==> config.mk <==
export PLATFORM = sky130hd
export DESIGN_NAME = bcd_seq_alu
export DESIGN_NICKNAME = d
export VERILOG_FILES = /design/src/rtl/bcd_pkg.sv /design/src/rtl/bcd_add2.sv /design/src/rtl/bcd_seq_alu.sv
export SDC_FILE = /design/constraint.sdc
export NUM_CORES = 1
export LEC_CHECK = 0
export BUFFER_PORTS_ARGS = -buffer_cell sky130_fd_sc_hd__buf_2
export CORE_ASPECT_RATIO = 0.5
export CORE_MARGIN = 2
export CORE_UTILIZATION = 55
export CTS_BUF_LIST = sky130_fd_sc_hd__clkbuf_8
export CTS_CLUSTER_DIAMETER = 120
export DETAILED_ROUTE_END_ITERATION = 8
export PLACE_DENSITY_LB_ADDON = 0.2
export RECOVER_POWER = 50
export SLEW_MARGIN = 15
export SYNTH_ARGS = -nofsm -noshare
export SYNTH_HDL_FRONTEND = slang
export SYNTH_HIERARCHICAL = 1
export SYNTH_SLANG_ARGS = --single-unit
==> constraint.sdc <==
create_clock -name clk -period 6.3 [get_ports clk]
set_input_delay 0.63 -clock clk [delete_from_list [all_inputs] [get_ports clk]]
set_output_delay 0.63 -clock clk [all_outputs]
set_load 0.005 [all_outputs]
==> src/rtl/bcd_pkg.sv <==
// Shared types and digit helpers for the sequential packed-BCD add/subtract engine.
package bcd_pkg;

   typedef enum logic [1:0] {IDLE, RUN, DONE} state_t;

   localparam logic [3:0] BCD_MAX = 4'd9;

   function automatic logic [3:0] nines_comp(input logic [3:0] digit);
      return BCD_MAX - digit;
   endfunction

   function automatic logic is_bcd(input logic [3:0] digit);
      return digit <= BCD_MAX;
   endfunction

endpackage

==> src/rtl/bcd_add2.sv <==
// Combinational two-digit BCD adder; the single instance is time-shared across bytes.
module bcd_add2
   import bcd_pkg::*;
(
   input  logic [7:0] a,
   input  logic [7:0] b,
   input  logic       cin,
   output logic [7:0] s,
   output logic       cout
);

   logic [4:0] t_lo, t_hi;
   logic       c_lo;

   // Decide the correction from the full 5-bit sum so sums of 16..19 still carry.
   always_comb begin
      t_lo = {1'b0, a[3:0]} + {1'b0, b[3:0]} + {4'b0, cin};
      c_lo = t_lo > {1'b0, BCD_MAX};
      t_hi = {1'b0, a[7:4]} + {1'b0, b[7:4]} + {4'b0, c_lo};
      cout = t_hi > {1'b0, BCD_MAX};
      s[3:0] = c_lo ? t_lo[3:0] + 4'd6 : t_lo[3:0];
      s[7:4] = cout ? t_hi[3:0] + 4'd6 : t_hi[3:0];
   end

endmodule

==> src/rtl/bcd_seq_alu.sv <==
// Multi-digit packed-BCD add/subtract: one byte per cycle through a shared adder,
// LSB byte first, with the decimal carry chained between bytes.
module bcd_seq_alu
   import bcd_pkg::*;
#(
   parameter int DIGITS = 4
) (
   input  logic                clk,
   input  logic                rst_n,
   input  logic                in_valid,
   output logic                in_ready,
   input  logic                in_op,
   input  logic [4*DIGITS-1:0] in_a,
   input  logic [4*DIGITS-1:0] in_b,
   output logic                out_valid,
   input  logic                out_ready,
   output logic [4*DIGITS-1:0] out_s,
   output logic                out_cout,
   output logic                out_err
);

   localparam int W      = 4 * DIGITS;
   localparam int NBYTES = DIGITS / 2;
   localparam int IW     = (NBYTES > 1) ? $clog2(NBYTES) : 1;

   state_t                  state, state_nx;
   logic [IW-1:0]           idx;
   logic [NBYTES-1:0][7:0]  a_r, b_r, s_r;
   logic                    carry, cout_r, err_r;
   logic [W-1:0]            b_prep;
   logic                    bad;
   logic                    accept, last;
   logic [7:0]              byte_s;
   logic                    byte_c;

   // Subtraction runs as A + nines(B) + 1, so B is complemented once at accept.
   always_comb begin
      b_prep = '0;
      bad    = 1'b0;
      for (int i = 0; i < DIGITS; i++) begin
         b_prep[4*i +: 4] = in_op ? nines_comp(in_b[4*i +: 4]) : in_b[4*i +: 4];
         if (!is_bcd(in_a[4*i +: 4]) || !is_bcd(in_b[4*i +: 4]))
            bad = 1'b1;
      end
   end

   assign accept = in_valid && (state == IDLE);
   assign last   = (idx == IW'(NBYTES - 1));

   bcd_add2 u_add (
      .a    (a_r[idx]),
      .b    (b_r[idx]),
      .cin  (carry),
      .s    (byte_s),
      .cout (byte_c)
   );

   always_ff @(posedge clk or negedge rst_n) begin
      if (!rst_n) state <= IDLE;
      else        state <= state_nx;
   end

   always_comb begin
      state_nx = state;
      case (state)
         IDLE:    if (accept) state_nx = bad ? DONE : RUN;
         RUN:     if (last) state_nx = DONE;
         DONE:    if (out_ready) state_nx = IDLE;
         default: state_nx = IDLE;
      endcase
   end

   always_ff @(posedge clk or negedge rst_n) begin
      if (!rst_n) begin
         a_r    <= '0;
         b_r    <= '0;
         s_r    <= '0;
         idx    <= '0;
         carry  <= 1'b0;
         cout_r <= 1'b0;
         err_r  <= 1'b0;
      end else begin
         case (state)
            IDLE: if (accept) begin
               a_r    <= in_a;
               b_r    <= b_prep;
               carry  <= in_op;
               idx    <= '0;
               s_r    <= '0;
               cout_r <= 1'b0;
               err_r  <= bad;
            end
            RUN: begin
               s_r[idx] <= byte_s;
               carry    <= byte_c;
               idx      <= idx + 1'b1;
               if (last) cout_r <= byte_c;
            end
            default: ;
         endcase
      end
   end

   assign in_ready  = (state == IDLE);
   assign out_valid = (state == DONE);
   assign out_s     = s_r;
   assign out_cout  = cout_r;
   assign out_err   = err_r;

endmodule

# Yosys cells after proc, flatten, opt, wreduce, memory -nomap -nowiden
# Index checks and enable logic that the tools add are counted.
op_classes:
  n_addsub: 11
  order_cmp: 12
  n_eq_ne: 5
  n_mux: 30
  reduce_logical: 20
ops:
  columns: ["operator", "n"]
  rows:
  - ["$mux 8", 5]
  - ["$le 4x4->1 const B", 8]
  - ["$pmux 16 s2", 1]
  - ["$mux 4", 6]
  - ["$bwmux 16", 1]
  - ["$mux 16", 1]
  - ["$sub 4x4->4 const A", 4]
  - ["$add 4x4->5", 2]
  - ["$add 5x1->5", 2]
  - ["$gt 5x4->1 const B", 2]
  - ["$add 4x3->4 const B", 2]
  - ["$demux 8 s1", 1]
  - ["$logic_not 1->1", 8]
  - ["$mux 2", 4]
  - ["$mux 1", 7]
  - ["$pmux 1 s2", 3]
  - ["$pmux 2 s3", 1]
  - ["$reduce_and 3->1", 2]
  - ["$logic_or 1x1->1", 4]
  - ["$ne 2x1->1 const B", 2]
  - ["$reduce_and 2->1", 2]
  - ["$eq 2x1->1 const B", 1]
  - ["$eq 2x2->1 const B", 1]
  - ["$logic_and 1x1->1", 2]
  - ["other kinds (6)", 6]
totals:
  regBits: 54
  input_bits: 37
  out_inout_bits: 20
  wordCells: 89

# Logic depth before layout (Yosys ltp)
# Gate-level depths: netlist of the first run.
logic_depth:
  depth_word: 10
  depth_mapped: 20
  mapped_depth_nobuf: 18

# By module
# The synthesis of the first run kept the hierarchy.
modules_own_cells:
  columns: ["module", "n_inst", "cells_each", "area_per_inst_um2", "seq_area_each_um2"]
  rows:
  - ["bcd_seq_alu", 1, 210, 2571.2, 1351.3]
  - ["bcd_add2", 1, 51, 447.9, 0.0]

# Worst setup path after synthesis of the first run
# Ideal clock, no wire load.
synth_timing:
  kind: "flip-flop to flip-flop"
  from: "register idx"
  to: "register cout_r (netlist: out_cout)"
  t_arrival_ns: 4.857
  setup_slack_ns: 1.322
  stages_incl_launch_ff: 21
  cell_sequence: "dfrtp_1 > buf_2 > buf_2 > mux2_2 > fa_1 > fa_1 > xnor2_1 > ha_1 > a21boi_0 > o41a_1 > fa_1 > inv_1 > fa_1 > inv_1 > ha_1 > a31o_1 > o31a_1 > inv_1 > nor2b_1 > mux2_2 > a22o_1"
synth_via:
  elab_chain_cells: 9
  elab_cells_between_ends: 14
  classes_between: "4 x add/sub; 2 x order compare; 1 x eq/ne; 6 x mux; 1 x reduce/logical"
synth_rtl:
  columns: ["element", "line_no", "rtl"]
  rows:
  - ["start: declaration", "bcd_seq_alu.sv:27", "logic [IW-1:0] idx;"]
  - ["start signal: assignment", "bcd_seq_alu.sv:96", "idx <= idx + 1'b1;"]
  - ["$mux 8 (on tied branches) (2 in a row)", "bcd_seq_alu.sv:51, bcd_seq_alu.sv:52", null]
  - ["$add 4x4->5", "bcd_add2.sv:17", "t_lo = {1'b0, a[3:0]} + {1'b0, b[3:0]} + {4'b0, cin};"]
  - ["$add 5x1->5", "bcd_add2.sv:17", null]
  - ["$gt 5x4->1", "bcd_add2.sv:18", "c_lo = t_lo > {1'b0, BCD_MAX};"]
  - ["$add 5x1->5 *", "bcd_add2.sv:19", "t_hi = {1'b0, a[7:4]} + {1'b0, b[7:4]} + {4'b0, c_lo};"]
  - ["$gt 5x4->1 *", "bcd_add2.sv:20", "cout = t_hi > {1'b0, BCD_MAX};"]
  - ["named net byte_c", "bcd_seq_alu.sv:34", "logic byte_c;"]
  - ["$mux 1 *", "bcd_seq_alu.sv:97", "if (last) cout_r <= byte_c;"]
  - ["$pmux 1 s2 *", "bcd_seq_alu.sv:83", "case (state)"]
  - ["end signal: assignment", "bcd_seq_alu.sv:97", null]
  - ["end: declaration", "bcd_seq_alu.sv:29", "logic carry, cout_r, err_r;"]
# The timed path passes the listed nets; every way through them passes the cells marked *. The select of a mux whose other input is x is not followed.
# A chain may end at the register's enable or synchronous reset.

# Worst setup path after layout of the first run
# Ends and elaborated chain as after synthesis.

==> reports/qor.csv, run 1 <==
stage;metric;value;unit
finish;Layout fillers;369;
place;dpl ws;1.351;ns
floorplan;Top-Level Pins;57;
floorplan;Initial Utilization;59.06;%
timing;FMAX;0.2010;GHz
place;post-DP HPWL;4833;um
global_routing;first-pass GRT wire length;10380;um
route;DRC viols;0;
outcome;violated checks;max-capacitance violations, max-slew violations;
place;Port Buf Inserts;56;
route;DR pass1 iterations;4;
global_routing;vias in the first global route;2093;
global_routing;Overflow after GRT;0;
setup_path;critical path fanouts, max;4;
global_routing;initial antenna violation count;0;
synthesis;Post-synth EDFFs;0;
cts;post-CTS setup buffers;0;
timing;final slew viol count;55;
route;Via Count;2187;
timing;RSZ-0062 raised after global routing;no;
route;wire per inst;16.32;um
place;placed insts;381;
setup_path;critical-path cell list;mux2_2, fa_1, fa_1, xnor2_1, ha_1, a21boi_0, o41a_1, fa_1, inv_1, fa_1, inv_1, ha_1, a31o_1, o31a_1, inv_1, nor2b_1, mux2_2, a22o_1;
synthesis;synthesized cell area;0.003019;mm2
cts;post-CTS resize count;0;
finish;nets;372;
cts;clock tree from TritonCTS;yes;
run;maxcap violations;1;
timing;Slew @ Worst Pin;2.823;ns
synthesis;FF+latch count, synth;54;
route;Routed Antenna Nets;0;
cts;clock sink count;54;
finish;ratio of cells with drive above 1 in the final layout;31.97;%
synthesis;largest cells by area after synthesis;dfrtp_1 (45%), mux2_2 (7.5%), ha_1 (5.4%);
synthesis;Seq/Total Area, Yosys;44.76;%
timing;Final setup viols;0;
floorplan;Die X;108.8;um
floorplan;FP Rows;18;
setup_path;slowest CP cell;fa_1;
finish;Non-Filler Instances;389;
place;GPL Wtd Cong;0.8245;
setup_path;WS Path Type;register to register;
timing;setup ws final;1.324;ns
floorplan;Core ar.;0.005112;mm2
timing;fin crit share;78.99;%
timing;Final Hold Viols;0;
cts;deepest clock path buffer count;2;
cts;total CTS buffers;5;
finish;Register Area;0.001351;mm2
synthesis;Post-synth ARST share;100.0;%
timing;Setup TNS;0;ns
setup_path;Worst setup EP type;register;
cts;clk_lat worst skew;0.31;ns
synthesis;synthesized area per cell;11.57;um2
synthesis;cells after synthesis;261;
cts;Reg clk slew, reported paths;0.10;ns
route;Routed WL;6350;um
route;vias per cell;5.622;
synthesis;Yosys top cell by area;dfrtp_1;
min_path;Worst Hold Class;register to register;
timing;Slew HR;-88.18;%
synthesis;Synthesized Nets;315;
setup_path;Worst Path Arrival;5.18;ns
cts;CTS H-tree depth;2;
power_and_ir_drop;VDD IR max;0.3338;mV
setup_path;Crit path largest cell delay;0.45;ns
global_routing;largest net degree at the start of global routing;55;
outcome;status;finished with violations;
timing;clk_skew;0.008113;ns
power_and_ir_drop;Pleak;1.666;nW
floorplan;Die Y-Extent;56.39;um
finish;area of the multi-input gates;0.001521;mm2
global_routing;GRT Overall Usage;22.28;%
route;DRT iter0 DRCs;96;
synthesis;ys flop type;dfrtp_1;
floorplan;Die Area;0.006134;mm2
finish;ANT cells;0;
cts;clock root cell;clkbuf_8;
finish;P&R area growth vs syn;13.26;%
cts;Post-CTS Hold Buffers;0;
setup_path;Largest delay share family, worst path;adder cells;
timing;post-route minimum period;4.976;ns
synthesis;Distinct cells, synth;44;
synthesis;share of Yosys cell area claimed by the top area cell type;44.76;%
setup_path;Worst Setup Start Kind;register;
setup_path;CP Data Required Time;6.51;ns
setup_path;Crit path top cell by count;fa_1;
synthesis;yosys warns;6;
setup_path;CP bufs+invs;3;
power_and_ir_drop;PD cells;552.5;mW/mm2
## worst min-delay path, cell delays in order (launching register included)
cell and delay [ns]:
dfrtp_1 0.35, nand2_1 0.05, o21ai_0 0.06
## sequential cells by signal (all words and copies together), names as in the netlist
register  count
out_s        16
a_r          16
b_r          16
idx           1
out_cout      1
out_err       1
state         2
carry         1
## cells by family after synthesis
logic type / synth area share [%]
multiplexers: 15.54
AO/OA/AOI/OAI: 15.13
buffers and inverters: 4.848
AND/OR/NAND/NOR: 8.206
flip-flops: 44.76
adder cells (fa/ha/maj): 8.040
XOR/XNOR: 3.481
## synthesized netlist by cell type (6+ instances only)
master / instances
o21ai_0: 11
a21oi_1: 18
xnor2_1: 8
nor2_1: 14
ha_1: 13
nand2_1: 12
mux2_4: 10
inv_1: 18
mux2i_1: 6
mux2_2: 20
a22o_1: 17
dfrtp_1: 54
## layout by cell type (no fill, tap or decap), types with 2 or more instances in the layout
cell and instances:
a22oi_1 2, o211ai_1 2, o21ai_0 11, mux2_2 20, a2111oi_0 2, fa_1 4
or2_2 3, mux2_1 3, nand3_1 2, nor2b_1 3, clkbuf_1 3, nand3b_1 2
inv_1 19, and3_1 2, a21o_1 3, buf_4 2, nand2_1 12, clkbuf_8 6
xnor2_1 8, dfrtp_1 54, nor2_1 14, a21boi_0 2, mux2_4 10, xor2_1 4
buf_2 54, a2bb2oi_1 2, a22o_1 17, ha_1 13, a21oi_1 18, mux2i_1 6
## final timing paths
path	from	endpoint	slack, ns	cells past startpoint
max in group asynchronous	rst_n	out_s[8]	3.39	2
worst min register to register	b_r[13]	b_r[13]	0.49	2
worst max-delay path	idx	out_cout	1.32	18
worst min-delay path	b_r[13]	b_r[13]	0.49	2
worst max register to register	idx	out_cout	1.32	18
min in group asynchronous	rst_n	a_r[12]	1.32	2
## routing by layer
metal	wire length (um)	up-vias	GRT usage, %
met4	12	0	4.579
met5	0	-	0
met2	2792	67	33.75
li1	-	1047	-
met1	3184	1071	32.61
met3	360	2	5.459
## power breakdown
group	leakage [nW]	switching, mW	internal [mW]
logic	0.950	0.630	0.531
registers	0.664	0.0703	0.460
clock network	0.0524	0.110	0.0874
## metrics by stage
| stage | total power, mW | util, % | hold WS, ns | cell area [um2] |
|---|---|---|---|---|
| global route | 2.053 | 66.89 | 0.5140 | 3420 |
| global placement | 1.598 | 65.22 | 0.4577 | 3334 |
| CTS | 1.874 | 67.01 | 0.4593 | 3426 |
| finish | 1.889 | 66.89 | 0.4870 | 3420 |
| detailed placement | 1.670 | 65.22 | 0.4661 | 3334 |
| floorplan | 1.407 | - | 0.3344 | 3019 |
## cell type report
class / count / area share (%)
clock buffer: 6 / 2.415
clock inverter: 2 / 0.2561
inverter: 19 / 2.086
multi-input combinational: 179 / 44.49
sequential: 54 / 39.52
tap: 70 / 2.561
timing repair buffer: 59 / 8.672
(Power assumes the default switching activity.)
==> run 2: changes to the inputs <==
--- a/config.mk
+++ b/config.mk
@@ -5,6 +5,7 @@
 export SDC_FILE = /design/constraint.sdc
 export NUM_CORES = 1
 export LEC_CHECK = 0
+export ABC_AREA = 1
 export BUFFER_PORTS_ARGS = -buffer_cell sky130_fd_sc_hd__buf_2
 export CORE_ASPECT_RATIO = 0.5
 export CORE_MARGIN = 2
==> constraint.sdc (replaced) <==
create_clock -name clk -period 4.8 [get_ports clk]
set_input_delay 0.48 -clock clk [delete_from_list [all_inputs] [get_ports clk]]
set_output_delay 0.48 -clock clk [all_outputs]
set_load 0.005 [all_outputs]
==> reports/qor.csv, run 2 <==
stage;metric;value;unit
synthesis;Yosys top cell by area;dfrtp_1;
min_path;hold path endpoint;a_r[8];
min_path;WHS Path Cells;3;
global_routing;M2 GR Usage;35.67;%
synthesis;synthesized cell area;0.003199;mm2
route;Routed Antenna Nets;0;
synthesis;top post-synthesis cells by count;nand2_1 (183), dfrtp_1 (54), inv_1 (45);
power_and_ir_drop;Sw Pwr;1.016;mW
power_and_ir_drop;PD cells;595.4;mW/mm2
timing;Final setup viols;0;
timing;Slew HR;-85.28;%
place;GPL Wtd Cong;0.8749;
global_routing;GRT Overall Usage;22.85;%
power_and_ir_drop;sw frac;47.27;%
setup_path;reg-to-reg setup timing slack;0.35;ns
synthesis;ys flop type;dfrtp_1;
route;wire per inst;12.17;um
cts;clk_lat worst skew;0.31;ns
timing;setup ws final;0.3545;ns
finish;commonest non-fill, non-tap cell in the layout;nand2_1;
power_and_ir_drop;Pleak;2.080;nW
floorplan;Die Y-Extent;57.93;um
setup_path;r2r worst-path depth;27;
setup_path;CP bufs+invs;7;
global_routing;largest net degree at the start of global routing;55;
finish;most frequent cells in the layout;nand2_1 (183), buf_2 (55), dfrtp_1 (53), inv_1 (47), o21ai_0 (32);
global_routing;Most Crowded Layer GR;met2;
finish;nets;533;
setup_path;critical path fanouts, max;7;
power_and_ir_drop;VDD IR max;0.3451;mV
global_routing;vias in the first global route;2596;
timing;Setup TNS;0;ns
synthesis;Seq/Total Area, Yosys;42.24;%
floorplan;FP Rows;19;
setup_path;Worst Setup Start Kind;register;
timing;Slew @ Worst Pin;2.779;ns
route;DR pass1 iterations;5;
timing;post-route minimum period;4.446;ns
cts;CTS H-tree depth;2;
synthesis;Distinct cells, synth;28;
place;dpl ws;0.2136;ns
place;placed insts;543;
cts;clock sink count;54;
finish;ANT cells;0;
setup_path;Worst R2R End;carry;
timing;clk_skew;0.003825;ns
synthesis;largest cells by area after synthesis;dfrtp_1 (42%), nand2_1 (21%), inv_1 (5.3%);
min_path;Worst Hold Class;primary input to register;
global_routing;first-pass GRT wire length;11840;um
finish;ratio of cells with drive above 1 in the final layout;18.54;%
synthesis;Synthesized Nets;479;
floorplan;Die Area;0.006480;mm2
cts;total CTS buffers;5;
floorplan;Die X;111.9;um
timing;Fin Hold WS;0.3634;ns
run;maxcap violations;1;
cts;clock tree from TritonCTS;yes;
route;vias per cell;4.973;
global_routing;initial antenna violation count;0;
synthesis;Post-synth EDFFs;0;
route;DRC viols;0;
outcome;status;finished with violations;
synthesis;cells after synthesis;425;
synthesis;yosys warns;6;
synthesis;share of Yosys cell area claimed by the top area cell type;42.24;%
cts;clock root cell;clkbuf_8;
place;post-DP HPWL;5056;um
timing;fin crit share;92.61;%
power_and_ir_drop;Internal;1.133;mW
route;DRT iter0 DRCs;163;
timing;final slew viol count;55;
finish;post-route cell area;0.003610;mm2
synthesis;top-count cell post-synth;nand2_1;
floorplan;Core ar.;0.005539;mm2
setup_path;Crit path largest cell delay;0.47;ns
setup_path;CP Data Required Time;5.00;ns
synthesis;Post-synth ARST share;100.0;%
power_and_ir_drop;Logic pwr share;59.1;%
setup_path;slowest CP cell;fa_1;
setup_path;Crit path top cell by count;nand2_1;
place;placed cell areas;0.003507;mm2
timing;Final Hold Viols;0;
power_and_ir_drop;sequential share of power;28.8;%
synthesis;FF+latch count, synth;54;
setup_path;Largest delay share family, worst path;adder cells;
setup_path;Worst R2R Start;idx;
floorplan;Top-Level Pins;57;
setup_path;Worst Path Arrival;4.65;ns
cts;Reg clk slew, reported paths;0.09;ns
finish;Non-Filler Instances;553;
min_path;hold_sp;in_a[8];
global_routing;Overflow after GRT;0;
synthesis;synthesized area per cell;7.528;um2
power_and_ir_drop;Clock power frac;12.1;%
route;Via Count;2750;
route;Routed WL;6731;um
outcome;violated checks;max-capacitance violations, max-slew violations;
finish;P&R area growth vs syn;12.83;%
setup_path;WS Path Type;register to register;
setup_path;Worst setup EP type;register;
floorplan;Initial Utilization;57.76;%
place;Port Buf Inserts;56;
global_routing;grt met3 use;4.603;%
timing;FMAX;0.2249;GHz
cts;deepest clock path buffer count;2;
global_routing;met1 usage;33.49;%
-- run 2: cell families (layout without fill, tap and decap cells) --
kind of cell | after synthesis | after routing | synth area share, %
buffers and inverters | 63 | 118 | 8.447
XOR/XNOR | 8 | 8 | 2.190
AO/OA/AOI/OAI | 50 | 50 | 8.917
flip-flops | 54 | 54 | 42.24
adder cells (fa/ha/maj) | 17 | 17 | 7.587
AND/OR/NAND/NOR | 233 | 233 | 30.62
-- run 2: timing repair --
item	CTS	global route
setup buffers	0	2
hold buffers	0	0
setup endpoints to repair	0	8
resized for setup	0	1
-- run 2: final cells by class --
cell class | count | area (um2)
fillers | 501 | 1929
repair buffers | 61 | 312.8
inverters | 49 | 183.9
flip-flops and latches | 54 | 1353
multi-input cells | 308 | 1578
clock inverters | 2 | 8.758
well taps | 73 | 91.34
clock buffers | 6 | 82.58
-- run 2: through the flow --
stage / total power [mW] / util, %
finish: 2.149 / 65.17
global route: 2.389 / 65.17
CTS: 2.155 / 64.96
detailed placement: 1.892 / 63.32
global placement: 1.865 / 63.32
floorplan: 1.630 / -
-- run 2: worst max path at each step --
stage,from,end,slack (ns),cells after the start
after floorplan,idx,carry,0.53,28
final,idx,carry,0.35,27
after CTS,idx,carry,0.19,27
after global routing,idx,out_s[13],-0.003,32
after detailed placement,idx,carry,0.21,27
after global placement,idx,carry,0.39,26
-- run 2: routing by layer --
metal / part of all wire [%] / routed length, um / vias to the layer above
met5: 0 / 0 / -
met4: 0.73 / 49 / 0
met3: 6.8 / 460 / 5
met2: 42 / 2855 / 67
met1: 50 / 3365 / 1257
li1: - / - / 1421
-- run 2: worst min-delay path: stages --
cell	delay [ns]
buf_2	0.07
nand2_1	0.04
nand2_1	0.04
-- run 2: power by group through the flow --
stage	Sequential (mW)	Combinational, mW	Clock [mW]
floorplan	0.610	1.02	0
finish	0.618	1.27	0.260
CTS	0.619	1.27	0.266
global placement	0.627	1.24	0
global route	0.630	1.48	0.283
detailed placement	0.627	1.26	0
